===== src/rtl/excess3_to_bcd_seq.sv =====
// Excess-3 to packed-BCD converter, one digit per clock, LSD first.
// Word accepted over valid/ready, result held on a registered valid/ready
// output until the downstream takes it.

// Single-digit decode: Excess-3 code to BCD digit plus invalid-code flag.
module excess3_digit_dec (
    input  logic [3:0] code_i,
    output logic [3:0] bcd_o,
    output logic       err_o
);
    // Codes 3..C are legal; anything else decodes to 0 with the flag set.
    always_comb begin
        err_o = (code_i < 4'h3) || (code_i > 4'hC);
        bcd_o = err_o ? 4'h0 : (code_i - 4'h3);
    end
endmodule

module excess3_to_bcd_seq #(
    parameter int DIGITS = 4
) (
    input  logic                  clk,
    input  logic                  rst_n,
    input  logic                  in_valid,
    output logic                  in_ready,
    input  logic [4*DIGITS-1:0]   in_data,
    output logic                  out_valid,
    input  logic                  out_ready,
    output logic [4*DIGITS-1:0]   out_bcd,
    output logic [DIGITS-1:0]     out_err_mask,
    output logic                  out_err
);
    localparam int CW = (DIGITS > 1) ? $clog2(DIGITS) : 1;
    localparam logic [CW-1:0] LAST = CW'(DIGITS - 1);

    typedef enum logic [1:0] {IDLE, CONV, DONE} state_t;

    state_t               state_q, state_d;
    logic [CW-1:0]        cnt_q, cnt_d;
    logic [4*DIGITS-1:0]  cap_q, cap_d;
    logic [4*DIGITS-1:0]  bcd_q, bcd_d;
    logic [DIGITS-1:0]    mask_q, mask_d;
    logic                 err_q, err_d;

    logic [3:0]           cur_code;
    logic [3:0]           dig_bcd;
    logic                 dig_err;

    // Digit under conversion comes from the captured copy, never from in_data.
    assign cur_code = cap_q[4*int'(cnt_q) +: 4];

    excess3_digit_dec u_dec (
        .code_i (cur_code),
        .bcd_o  (dig_bcd),
        .err_o  (dig_err)
    );

    // Handshake flags are pure state decode; result ports are registers.
    assign in_ready     = (state_q == IDLE);
    assign out_valid    = (state_q == DONE);
    assign out_bcd      = bcd_q;
    assign out_err_mask = mask_q;
    assign out_err      = err_q;

    // Next-state and datapath update; everything holds unless the state acts.
    always_comb begin
        state_d = state_q;
        cnt_d   = cnt_q;
        cap_d   = cap_q;
        bcd_d   = bcd_q;
        mask_d  = mask_q;
        err_d   = err_q;
        case (state_q)
            IDLE: begin
                if (in_valid) begin
                    cap_d   = in_data;
                    bcd_d   = '0;
                    mask_d  = '0;
                    err_d   = 1'b0;
                    cnt_d   = '0;
                    state_d = CONV;
                end
            end
            CONV: begin
                bcd_d[4*int'(cnt_q) +: 4] = dig_bcd;
                mask_d[cnt_q]             = dig_err;
                // Error summary updates in the same edge as the mask bit.
                err_d = |mask_d;
                if (cnt_q == LAST) begin
                    cnt_d   = '0;
                    state_d = DONE;
                end else begin
                    cnt_d = cnt_q + 1'b1;
                end
            end
            DONE: begin
                if (out_ready) state_d = IDLE;
            end
            default: state_d = IDLE;
        endcase
    end

    // State and datapath registers; reset discards any word in flight.
    always_ff @(posedge clk or negedge rst_n) begin
        if (!rst_n) begin
            state_q <= IDLE;
            cnt_q   <= '0;
            cap_q   <= '0;
            bcd_q   <= '0;
            mask_q  <= '0;
            err_q   <= 1'b0;
        end else begin
            state_q <= state_d;
            cnt_q   <= cnt_d;
            cap_q   <= cap_d;
            bcd_q   <= bcd_d;
            mask_q  <= mask_d;
            err_q   <= err_d;
        end
    end
endmodule


===== config.mk =====
export PLATFORM = sky130hd
export DESIGN_NAME = excess3_to_bcd_seq
export DESIGN_NICKNAME = d
export VERILOG_FILES = /design/src/rtl/excess3_to_bcd_seq.sv
export SDC_FILE = /design/constraint.sdc
export NUM_CORES = 1
export LEC_CHECK = 0
export CAP_MARGIN = 25
export CORE_UTILIZATION = 50
export CTS_CLUSTER_SIZE = 30
export DETAILED_ROUTE_END_ITERATION = 10
export PLACE_DENSITY_LB_ADDON = 0.05
export SLEW_MARGIN = 10
export SYNTH_ARGS = -nofsm -noshare
export SYNTH_HDL_FRONTEND = slang
export SYNTH_HIERARCHICAL = 1
export SYNTH_SLANG_ARGS = --single-unit

===== constraint.sdc =====
create_clock -name clk -period 3.17 [get_ports clk]
set_input_delay 0.4755 -clock clk [delete_from_list [all_inputs] [get_ports clk]]
set_output_delay 0.4755 -clock clk [all_outputs]
set_load 0.02 [all_outputs]

Yosys cells after proc, flatten, opt, wreduce, memory -nomap -nowiden
Index checks and enable logic that the tools add are counted.
- input bits: 20
- register bits: 41
- bits in latches: 0
- output and inout bits: 23
- bits in read-only memories: 0
- RAM bits: 0
- logic and storage cells: 48
- memories: 0
- reduce and logical (&&, ||, !) cells: 8
- add/subtract/negate cells: 3
- mux-type cells: 18
- bitwise logic cells: 0
- shift-type cells: 3
- equality and inequality tests: 6
- divide/modulo/power cells: 0
- magnitude comparators: 4
- $mul: 0
- operators with widths (operator ; count):
    $neg 4->33 ; 1
    $shift 4x33->16 const A ; 1
    $shiftx 4x33->16 ; 1
    $pmux 16 s2 ; 1
    $bwmux 16 ; 1
    $mux 16 ; 1
    $shiftx 16x5->4 ; 1
    $mux 2 ; 5
    $mux 4 ; 2
    $pmux 4 s2 ; 1
    $pmux 2 s3 ; 1
    $bwmux 4 ; 1
    $eq 2x2->1 const B ; 2
    $gt 4x4->1 const B ; 1
    $lt 4x2->1 const B ; 1
    $ne 2x2->1 const B ; 2
    $pmux 2 s2 ; 1
    $reduce_and 2->1 ; 2
    $reduce_or 4->1 ; 1
    $sub 4x2->4 const B ; 1
    $lt 2x3->1 const B ; 1
    $reduce_and 3->1 ; 1
    $add 2x1->2 const B ; 1
    $demux 1 s2 ; 1
    9 further kinds ; 10

Logic depth before layout (Yosys ltp)
Gate-level depths: netlist (run 1).
- depth after elaboration: 7
- gate-level depth with buffers: 8
- depth with buffers taken out: 7

Modules after synthesis
Netlist (run 1), hierarchy kept.
- modules (own cells, without submodules) (module ; area each (um2) ; seq. area each (um2) ; cells an instance ; times used):
    excess3_to_bcd_seq ; 1896.8 ; 1026.0 ; 134 ; 1
    excess3_digit_dec ; 107.6 ; 0.0 ; 17 ; 1

Worst setup path before layout (run 1)
OpenSTA, ideal clock, no wires.
- path type: register to register
- start point: register cnt_q[0]
- end point: register mask_q[1] (netlist: out_err_mask[1])
- buffers on the path: 1
- data required time: 3044 ps
- library setup time: 126 ps
- period minus slack after synthesis: 2353 ps
- cell stages (with the launch flop): 9
- data arrival time: 2227 ps
- slack: 817 ps
- cells stage by stage: dfrtp_1 -> buf_2 -> mux4_2 -> inv_1 -> ha_1 -> and2b_1 -> a21o_2 -> and3_1 -> a221o_1
- elaborated cells on any way between the ends: 11
- those cells by class: order compare (4); shift (1); mux (4); reduce/logical (2)
- RTL lines (what ; line ; text):
    start: declaration ; 38 ; logic [CW-1:0] cnt_q, cnt_d;
    start signal: assignment ; 113 ; cnt_q <= cnt_d;
    $shiftx 16x5->4 * ; 49 ; assign cur_code = cap_q[4*int'(cnt_q) +: 4];
    net cur_code[0] ; 44 ; logic [3:0] cur_code;
    $lt 4x2->1 / $gt 4x4->1 (equally long branches) ; 13 ; err_o = (code_i < 4'h3) || (code_i > 4'hC);
    $logic_or 1x1->1 * ; 13 ;
    net dig_err ; 46 ; logic dig_err;
    $bwmux 4 * ; 85 ; mask_d[cnt_q] = dig_err;
    $pmux 4 s2 * ; 72 ; case (state_q)
    end signal: assignment ; 116 ; mask_q <= mask_d;
    end: declaration ; 41 ; logic [DIGITS-1:0] mask_q, mask_d;
Mark *: on every way through the listed nets, which the timed path passes. The rest lies on a longest branch.
A chain may end at the register's enable or synchronous reset.

Worst setup path after layout (run 1)
Same ends and word-level chain as after synthesis.

==> qor.csv, run 1 <==
metric,value,unit
critical-path-slowest-cell,sky130_fd_sc_hd__dfrtp_1,
worstPathRequired,3.35,ns
maxSlewHeadroom,40.54,%
layout_worst_path_cycle_share,82.60,%
finalSetupViolations,0,
synth.lib_cells_used.distinct,42,
synth_area_per_cell,13.27,um2
holdBufCountCts,0,
grt_usage,21.64,%
grt_first_pass_wirelength,6920,um
port-buffer-count,42,
power.density_cell_area,1029,nW/um2
ir_drop,0.0004549,V
htreeDepth,2,
die-area,4266,um2
floorplan.core_area,3744,um2
critPathMaxStageDelay,0.72,ns
vias,1429,
initial_core_util,53.54,%
fraction_of_the_yosys_area_taken_by_sequential_cells,51.19,%
antenna_cells_inserted,0,
grt_start_max_net_pins,42,
critical_path_sink,out_err_mask[1]$_DFFE_PN0P_,
syn-num-nets,180,
route.antenna.remaining_nets,0,
whs,0.2859,ns
worst-slew-pin-transition,0.8919,ns
crit_path_cell_chain,"mux4_2, inv_1, ha_1, and2b_1, a21o_2, and3_1, a221o_1",
hp-class,primary input to async pin,
reported_leakage_power,1.126,nW
critical_path.endpoint_type,flip-flop,
globalRoute.totalOverflow,0,
wire_length_per_cell_after_detailed_routing,16.48,um
grt_pass1_vias,1491,
clkSlewWorstSetupHoldPaths,0.08,ns
grt_setup_unrepaired,no,
cts_tree,yes,
die-width,65.32,um
dr.pass1.iters,4,
clkSinkCount,41,
postSynthRegisterBits,41,
ys_async_sr_fraction,100.0,%
timing.final.hold_violations,0,
place_hpwl,2925,um
final_net_count,224,
number_of_vias_per_cell,5.857,
finalWeightedCongestion,0.7573,
critPathArrivalTime,2.80,ns
io_pins,43,
worst-setup-path-type,flip-flop to flip-flop,
grt_antenna_before_repair,0,
critPathLaunch,cnt_q[0]$_DFFE_PN0P_,
setup_total_negative_slack,0,ns
cts-resized-gates,0,
syn_inst,151,
numCtsBuffers,5,
first_iter_violations,114,
dominantRegCellSynth,sky130_fd_sc_hd__dfrtp_1,
layout_min_cycle_time,2.618,ns
layout.cells.most_common_list,"sky130_fd_sc_hd__dfrtp_1, sky130_fd_sc_hd__clkdlybuf4s50_1, sky130_fd_sc_hd__a22o_1",
synth.yosys.warnings,6,
critical_path_peak_fanout,14,
max_cap_viol_count,0,
area_growth,25.91,%
drive_above_1_share,15.31,%
num_rows,22,
route.detailed.drc,0,
worstReg2RegEnd,out_err_mask[1]$_DFFE_PN0P_,
cts-root-to-sink-buffers,2,
synth_area,2004,um2
finalClockSkew,0.007051,ns
crit-reg2reg-launch,cnt_q[0]$_DFFE_PN0P_,
run_status,"complete, no violations",
clockRootBuffer,sky130_fd_sc_hd__clkbuf_8,
die_height,65.32,um
cts_setup_buffers,0,
totalWireLength,4020,um
worstRegToRegCells,7,
timing.fmax,0.3819,GHz
timing.final.max_slew_violations,0,
n_fill_cell,284,
worst_skew_pair_later_pin_latency,0.30,ns
startpoint_type,flip-flop,
ff2ff_setup_slack,0.55,ns
synth_edf_count,0,
cell usage after synthesis (2+ instances only):
cell type	n	area share [%]
sky130_fd_sc_hd__dfrtp_1	41	51
sky130_fd_sc_hd__a22o_1	16	7.0
sky130_fd_sc_hd__ha_1	9	5.6
sky130_fd_sc_hd__mux2_1	9	5.1
sky130_fd_sc_hd__nand2_1	9	1.7
sky130_fd_sc_hd__mux2_2	7	3.9
sky130_fd_sc_hd__inv_1	5	0.94
sky130_fd_sc_hd__nor2b_1	5	1.6
sky130_fd_sc_hd__a21o_1	4	1.5
sky130_fd_sc_hd__mux4_2	4	4.5
sky130_fd_sc_hd__nand3_1	3	0.75
sky130_fd_sc_hd__nor2_1	3	0.56
sky130_fd_sc_hd__and4_1	2	0.87
sky130_fd_sc_hd__buf_4	2	0.75
sky130_fd_sc_hd__buf_6	2	1.1
sky130_fd_sc_hd__o21bai_1	2	0.75
sky130_fd_sc_hd__o22ai_1	2	0.62
sky130_fd_sc_hd__o31ai_1	2	0.75
where the power goes:
part	switching, mW	internal [mW]	total [mW]
logic	0.737	0.635	1.37
clock network	0.177	0.152	0.329
registers	0.178	0.718	0.896
sequential cells by signal, summed over array words and instances (netlist names):
register	flops
state_q	2
cnt_q	2
out_err_mask	4
out_err	1
out_bcd	16
cap_q	16
worst min path at each step:
stage / startpoint / end / slack, ns / depth (start not counted)
after floorplan: rst_n / cap_q[0]$_DFFE_PN0P_ / 0.18 / 0
after CTS: rst_n / out_err$_DFFE_PN0P_ / 0.32 / 1
after global routing: rst_n / state_q[0]$_DFFE_PN0P_ / 0.37 / 1
after global placement: cap_q[13]$_DFFE_PN0P_ / cap_q[13]$_DFFE_PN0P_ / 0.48 / 1
final: rst_n / out_err$_DFFE_PN0P_ / 0.29 / 1
after detailed placement: cap_q[2]$_DFFE_PN0P_ / cap_q[2]$_DFFE_PN0P_ / 0.48 / 1
per-layer routing:
| metal | part of all wire [%] | wire [um] | up-vias | GRT usage, % |
|---|---|---|---|---|
| met5 | 0 | 0 | - | 0 |
| met4 | 1.2 | 47 | 0 | 6.522 |
| met3 | 4.0 | 159 | 7 | 5.729 |
| met2 | 52 | 2088 | 40 | 38.14 |
| met1 | 43 | 1724 | 727 | 25.63 |
| li1 | - | - | 655 | - |
worst max-delay path: cells and delay by family, from the launching register on:
family	cells	cell delay [ns]
and+or+nand+nor	2	0.36
adders and majority gates	1	0.17
buffers and inverters	1	0.09
AOI/OAI and AO/OA	2	0.53
muxes	1	0.64
DFF	1	0.72
layout make-up:
| type | count | area, um2 | area share (%) |
|---|---|---|---|
| clock buffer | 5 | 68.82 | 2.727 |
| clock inverter | 3 | 17.52 | 0.6941 |
| multi-input combinational | 100 | 917.1 | 36.34 |
| sequential | 41 | 1026 | 40.65 |
| inverter | 5 | 18.77 | 0.7437 |
| tap | 48 | 60.06 | 2.380 |
| timing repair buffer | 42 | 415.4 | 16.46 |
stage by stage:
step / setup slack, ns / instances / utilization (%) / power, mW / cell area (um2)
after floorplan: 0.8172 / 151 / - / 1.866 / 2004
after global placement: 0.6796 / 236 / 65.11 / 2.195 / 2437
after detailed placement: 0.6262 / 236 / 65.11 / 2.260 / 2437
after CTS: 0.5644 / 244 / 67.41 / 2.612 / 2524
after global routing: 0.4323 / 244 / 67.41 / 2.793 / 2524
final: 0.5516 / 244 / 67.41 / 2.597 / 2524
logic make-up after synthesis:
logic type | synth area share (%)
buffers and inverters | 3.058
multiplexers | 13.48
flip-flops | 51.19
AO/OA/AOI/OAI | 14.42
adder cells (fa/ha/maj) | 5.618
AND/OR/NAND/NOR | 12.23
Note: power is estimated with default switching activity, not from simulation.
==> inputs of run 2 (changes only) <==
CORE_UTILIZATION = 45   (was 50)
clock period = 2.1 ns   (was 3.17 ns; I/O delays follow)
==> qor.csv, run 2 (synthesis results as in run 1) <==
metric,value,unit,change
postLayoutCoreUtil,66.39,%,-1.0 points
grt_usage,20.08,%,-1.6 points
place_hpwl,3014,um,+3.0%
maxSlewHeadroom,41.59,%,+1.1 points
initial_core_util,48.37,%,-5.2 points
die_height,68.74,um,+5.2%
layout_setup_ws,-0.009004,ns,-0.5606 ns
critical_path.endpoint_type,flip-flop,,
grt_pass1_vias,1474,,-1.1%
cts_tree,yes,,
htreeDepth,2,,unchanged
floorplan.core_area,4144,um2,+11%
multi_input_comb_area,963.4,um2,+5.0%
worst-slew-pin-transition,0.8762,ns,-0.01576 ns
max_cap_viol_count,0,,unchanged
critical_path_peak_fanout,5,,-9
wire_length_per_cell_after_detailed_routing,15.65,um,-5.0%
total_power,4.681,mW,+80%
power.density_cell_area,1701,nW/um2,+65%
die-area,4725,um2,+11%
worstReg2RegEnd,out_err_mask[1]$_DFFE_PN0P_,,
worstPathRequired,2.27,ns,-1.08 ns
grt_start_max_net_pins,42,,unchanged
placement.cell_area,2550,um2,+4.6%
area_growth,37.27,%,
port-buffer-count,42,,unchanged
holdBufCountCts,0,,unchanged
grt_setup_unrepaired,yes,,
mostFrequentLayoutCell,sky130_fd_sc_hd__clkdlybuf4s50_1,,
crit_path_cell_chain,"mux4_2, inv_2, ha_4, and2b_1, a21o_4, and3_4, a221o_1",,
layout_worst_path_cycle_share,100.4,%,+18 points
num_rows,23,,+4.5%
reported_leakage_power,1.229,nW,+9.2%
vias,1413,,-1.1%
crit-reg2reg-launch,cnt_q[0]$_DFFE_PN0P_,,
dp_worst_setup_slack,-0.07853,ns,-0.7047 ns
layout.cells.most_common_list,"sky130_fd_sc_hd__clkdlybuf4s50_1, sky130_fd_sc_hd__dfrtp_1, sky130_fd_sc_hd__a22o_1",,
startpoint_type,flip-flop,,
violations,setup timing,,
timing.fmax,0.4742,GHz,+24%
die-width,68.74,um,+5.2%
layout_min_cycle_time,2.109,ns,-0.5094 ns
dr.pass1.iters,4,,unchanged
route.antenna.remaining_nets,0,,unchanged
run_status,"complete, but fails checks",,
antenna_cells_inserted,0,,unchanged
finalSetupViolations,1,,+1
hp-class,primary input to async pin,,
route.detailed.drc,0,,unchanged
clkSlewWorstSetupHoldPaths,0.08,ns,about the same
grt_first_pass_wirelength,6906,um,-0.20%
critical-path-slowest-cell,sky130_fd_sc_hd__mux4_2,,
whs,0.1430,ns,-0.1429 ns
io_pins,43,,unchanged
ff2ff_setup_slack,-0.009,ns,-0.56 ns
timing.final.hold_violations,0,,unchanged
final_net_count,241,,+7.6%
clkSinkCount,41,,unchanged
worst-setup-path-type,flip-flop to flip-flop,,
grt_antenna_before_repair,0,,unchanged
globalRoute.totalOverflow,0,,unchanged
totalWireLength,4117,um,+2.4%
finalClockSkew,0.005620,ns,-0.001431 ns
drive_above_1_share,25.35,%,+10 points
number_of_vias_per_cell,5.373,,-8.3%
critPathLaunch,cnt_q[0]$_DFFE_PN0P_,,
timing.final.max_slew_violations,0,,unchanged
worstRegToRegCells,7,,unchanged
ir_drop,0.0009695,V,+110%
first_iter_violations,69,,-39%
n_fill_cell,332,,+17%
worst_skew_pair_later_pin_latency,0.28,ns,-0.02 ns
clockRootBuffer,sky130_fd_sc_hd__clkbuf_8,,
critPathMaxStageDelay,0.54,ns,-0.18 ns
numCtsBuffers,5,,unchanged
post-route-cell-area,2751,um2,+9.0%
finalWeightedCongestion,0.8033,,+6.1%
seqCellArea,1027,um2,+0.12%
cts-root-to-sink-buffers,2,,unchanged
critPathArrivalTime,2.28,ns,-0.52 ns
==> run 2: cell count changes in the layout (fill, tap and decap cells not counted), moves of 2 or more <==
cell	before	now
sky130_fd_sc_hd__buf_4	0	14
sky130_fd_sc_hd__inv_2	0	2
sky130_fd_sc_hd__ha_1	9	7
sky130_fd_sc_hd__clkinv_2	2	0
sky130_fd_sc_hd__inv_1	5	3
sky130_fd_sc_hd__buf_6	0	2
sky130_fd_sc_hd__ha_4	0	2
==> run 2: repair_timing <==
action	4_1_cts	5_1_grt
buffers inserted	4	0
setup endpoints to repair	3	21
gates resized for setup	9	4
pin swaps	3	3
==> run 2: power breakdown <==
part           internal, mW  switching, mW
sequential             1.09          0.190
combinational          1.42           1.34
clock                 0.388          0.263
==> run 2: area by class of cell <==
class	count	area share, %
flip-flops and latches	41	37.34
repair buffers	59	20.46
multi-input cells	100	35.02
inverters	5	0.6821
well taps	50	2.274
clock inverters	1	1.091
clock buffers	7	3.138
==> run 2: worst max path at each step <==
stage	to	slack [ns]	depth (start not counted)
final	out_err_mask[1]$_DFFE_PN0P_	-0.009	7
after global routing	out_err$_DFFE_PN0P_	-0.10	8
after CTS	out_err_mask[1]$_DFFE_PN0P_	-0.07	7
after detailed placement	out_err_mask[1]$_DFFE_PN0P_	-0.08	7
after global placement	out_err_mask[1]$_DFFE_PN0P_	0.004	7
after floorplan	out_err_mask[1]$_DFFE_PN0P_	-0.13	8
==> run 2: through the flow <==
step	instances	TNS (ns)
5_1_grt	263	-0.4032
3_3_place_gp	251	0
4_1_cts	263	-0.1433
2_1_floorplan	151	-0.1939
6_report	263	-0.009004
3_5_place_dp	251	-0.1484
==> run 2: routing by layer <==
metal	track usage (%)	wire length (um)	vias to the layer above
met5	0	0	-
met3	3.947	131	2
li1	-	-	688
met1	25.21	1870	693
met2	35.05	2093	30
met4	5.612	21	0
==> run 2: critical path, delay by kind of cell (launching register included) <==
family,cells,cell delay (ns)
AOI/OAI and AO/OA,2,0.48
DFF,1,0.41
muxes,1,0.54
adders and majority gates,1,0.13
and+or+nand+nor,2,0.34
buffers and inverters,1,0.09
==> inputs of run 3 (changes only) <==
CORE_UTILIZATION = 52   (was 45)
DONT_BUFFER_PORTS = 1   (was default)
HOLD_SLACK_MARGIN = 0.05   (was default)
==> qor.csv, run 3 (synthesis results as in run 1) <==
metric,value,unit,change
ir_drop,0.0008142,V,-16%
whs,0.1504,ns,+0.007364 ns
hp-class,primary input to flip-flop,,
route.antenna.remaining_nets,0,,unchanged
critPathMaxStageDelay,0.55,ns,about the same
seq_power_share,34.8,%,+7.5 points
violations,setup timing,,
globalRoute.totalOverflow,0,,unchanged
totalWireLength,3852,um,-6.4%
mostFrequentLayoutCell,sky130_fd_sc_hd__dfrtp_1,,
die_height,64.09,um,-6.8%
grt_first_pass_wirelength,6672,um,-3.4%
power_frac_clock,12.3,%,-1.6 points
wire_length_per_cell_after_detailed_routing,17.83,um,+14%
total_power,4.145,mW,-11%
timing.final.max_slew_violations,0,,unchanged
n_fill_cell,312,,-6.0%
clkSlewWorstSetupHoldPaths,0.08,ns,about the same
clockRootBuffer,sky130_fd_sc_hd__clkbuf_8,,
grt_setup_unrepaired,yes,,
critical-path-slowest-cell,sky130_fd_sc_hd__mux4_2,,
layout_min_cycle_time,2.118,ns,+0.009339 ns
die-area,4107,um2,-13%
route.detailed.drc,0,,unchanged
maxSlewHeadroom,60.00,%,+18 points
power.density_cell_area,1817,nW/um2,+6.8%
critPathArrivalTime,2.31,ns,+0.03 ns
first_iter_violations,111,,+61%
grt_usage,21.85,%,+1.8 points
dr.pass1.iters,4,,unchanged
max_cap_viol_count,0,,unchanged
numCtsBuffers,5,,unchanged
timing.final.hold_violations,0,,unchanged
grt_start_max_net_pins,42,,unchanged
place_hpwl,2775,um,-7.9%
number_of_vias_per_cell,5.972,,+11%
sw_frac_of_total,42.03,%,+3.8 points
cellInternalPower,2.403,mW,-17%
kind_of_cell_adding_the_most_delay_to_the_critical_path,multiplexers,,
initial_core_util,54.34,%,+6.0 points
worst-setup-path-type,flip-flop to flip-flop,,
worst_skew_pair_later_pin_latency,0.30,ns,+0.02 ns
critical_path_peak_fanout,5,,unchanged
cts_tree,yes,,
postLayoutCoreUtil,61.84,%,-4.6 points
drive_above_1_share,29.76,%,+4.4 points
grt_antenna_before_repair,0,,unchanged
finalSetupViolations,1,,unchanged
clkSinkCount,41,,unchanged
die-width,64.09,um,-6.8%
finalWeightedCongestion,0.7603,,-5.4%
startpoint_type,flip-flop,,
critical_path_buf_inv_count,1,,unchanged
critical_path.endpoint_type,flip-flop,,
layout.cells.most_common_list,"sky130_fd_sc_hd__dfrtp_1, sky130_fd_sc_hd__a22o_1, sky130_fd_sc_hd__buf_4",,
run_status,"complete, but fails checks",,
reported_leakage_power,1.045,nW,-15%
power_frac_comb,52.9,%,-5.9 points
worst-slew-pin-transition,0.5988,ns,-0.2774 ns
power_switching,1.742,mW,-2.7%
placement.cell_area,2090,um2,-18%
area_growth,13.80,%,
layout_setup_ws,-0.01834,ns,-0.009339 ns
grt_pass1_vias,1392,,-5.6%
worstPathRequired,2.29,ns,+0.02 ns
antenna_cells_inserted,0,,unchanged
timing.fmax,0.4721,GHz,-0.44%
post-route-cell-area,2281,um2,-17%
crit_path_cell_chain,"mux4_2, inv_2, ha_4, and2b_1, a21o_4, and3_4, a221o_1",,
port-buffer-count,0,,-100%
io_pins,43,,unchanged
num_rows,22,,-4.3%
finalClockSkew,0.006158,ns,+0.0005380 ns
layout_worst_path_cycle_share,100.9,%,+0.44 points
vias,1290,,-8.7%
htreeDepth,2,,unchanged
floorplan.core_area,3689,um2,-11%
cts-root-to-sink-buffers,2,,unchanged
final_net_count,196,,-19%
-- run 3: cell count changes in the layout (fill, tap and decap cells not counted), sizes merged --
cell,change
clkdlybuf4s50,-41
buf,-5
clkbuf,-2
clkinv,+2
bufinv,-1
clkinvlp,+1
dlygate4sd3,+1
-- run 3: cell type report --
cell class / instances / area (um2) / share of cell area (%)
clock buffers: 5 / 68.82 / 3.017
clock inverters: 3 / 17.52 / 0.7680
inverters: 5 / 18.77 / 0.8228
multi-input cells: 100 / 960.9 / 42.13
flip-flops and latches: 41 / 1027 / 45.04
well taps: 48 / 60.06 / 2.633
repair buffers: 14 / 127.6 / 5.595
-- run 3: per-stage QoR --
| stage | instances | setup WS [ns] | setup TNS, ns |
|---|---|---|---|
| 3_3_place_gp | 203 | -0.02527 | -0.05445 |
| 4_1_cts | 213 | -0.07651 | -0.3262 |
| 5_1_grt | 216 | -0.08123 | -0.5396 |
| 2_1_floorplan | 151 | -0.1343 | -0.1939 |
| 6_report | 216 | -0.01834 | -0.01834 |
| 3_5_place_dp | 203 | -0.1109 | -0.5189 |
-- run 3: power by group through the flow --
stage	sequential, mW	combinational, mW	clock (mW)
3_5_place_dp	1.46	1.90	0
5_1_grt	1.49	2.41	0.555
3_3_place_gp	1.45	1.86	0
4_1_cts	1.45	2.06	0.520
6_report	1.44	2.19	0.511
2_1_floorplan	1.35	1.48	0
-- run 3: path summary, 6_finish.rpt --
path | end | depth (start not counted) | startpoint | slack, ns
hold / removal | cap_q[11]$_DFFE_PN0P_ | 1 | in_data[11] | 0.15
min in group asynchronous | out_err_mask[2]$_DFFE_PN0P_ | 2 | rst_n | 0.48
setup / recovery | out_err_mask[1]$_DFFE_PN0P_ | 7 | cnt_q[0]$_DFFE_PN0P_ | -0.02
hold reg to reg | cap_q[11]$_DFFE_PN0P_ | 1 | cap_q[11]$_DFFE_PN0P_ | 0.49
max in group asynchronous | cnt_q[0]$_DFFE_PN0P_ | 2 | rst_n | 1.41
setup reg to reg | out_err_mask[1]$_DFFE_PN0P_ | 7 | cnt_q[0]$_DFFE_PN0P_ | -0.02
-- run 3: per-layer routing --
layer / GRT usage, % / vias up / part of all wire [%]
met5: 0 / - / 0
met4: 9.375 / 0 / 1.7
met3: 5.714 / 7 / 4.7
met2: 34.71 / 38 / 48
met1: 28.18 / 647 / 45
li1: - / 598 / -
-- run 3: repair_timing --
action | in CTS | in global routing
resized for setup | 10 | 3
setup buffers | 1 | 3
hold buffers | 2 | 0
endpoints found under the hold margin | 41 | 0
endpoints found under the setup margin | 12 | 20
pin swaps | 4 | 4
cloned | 0 | 0
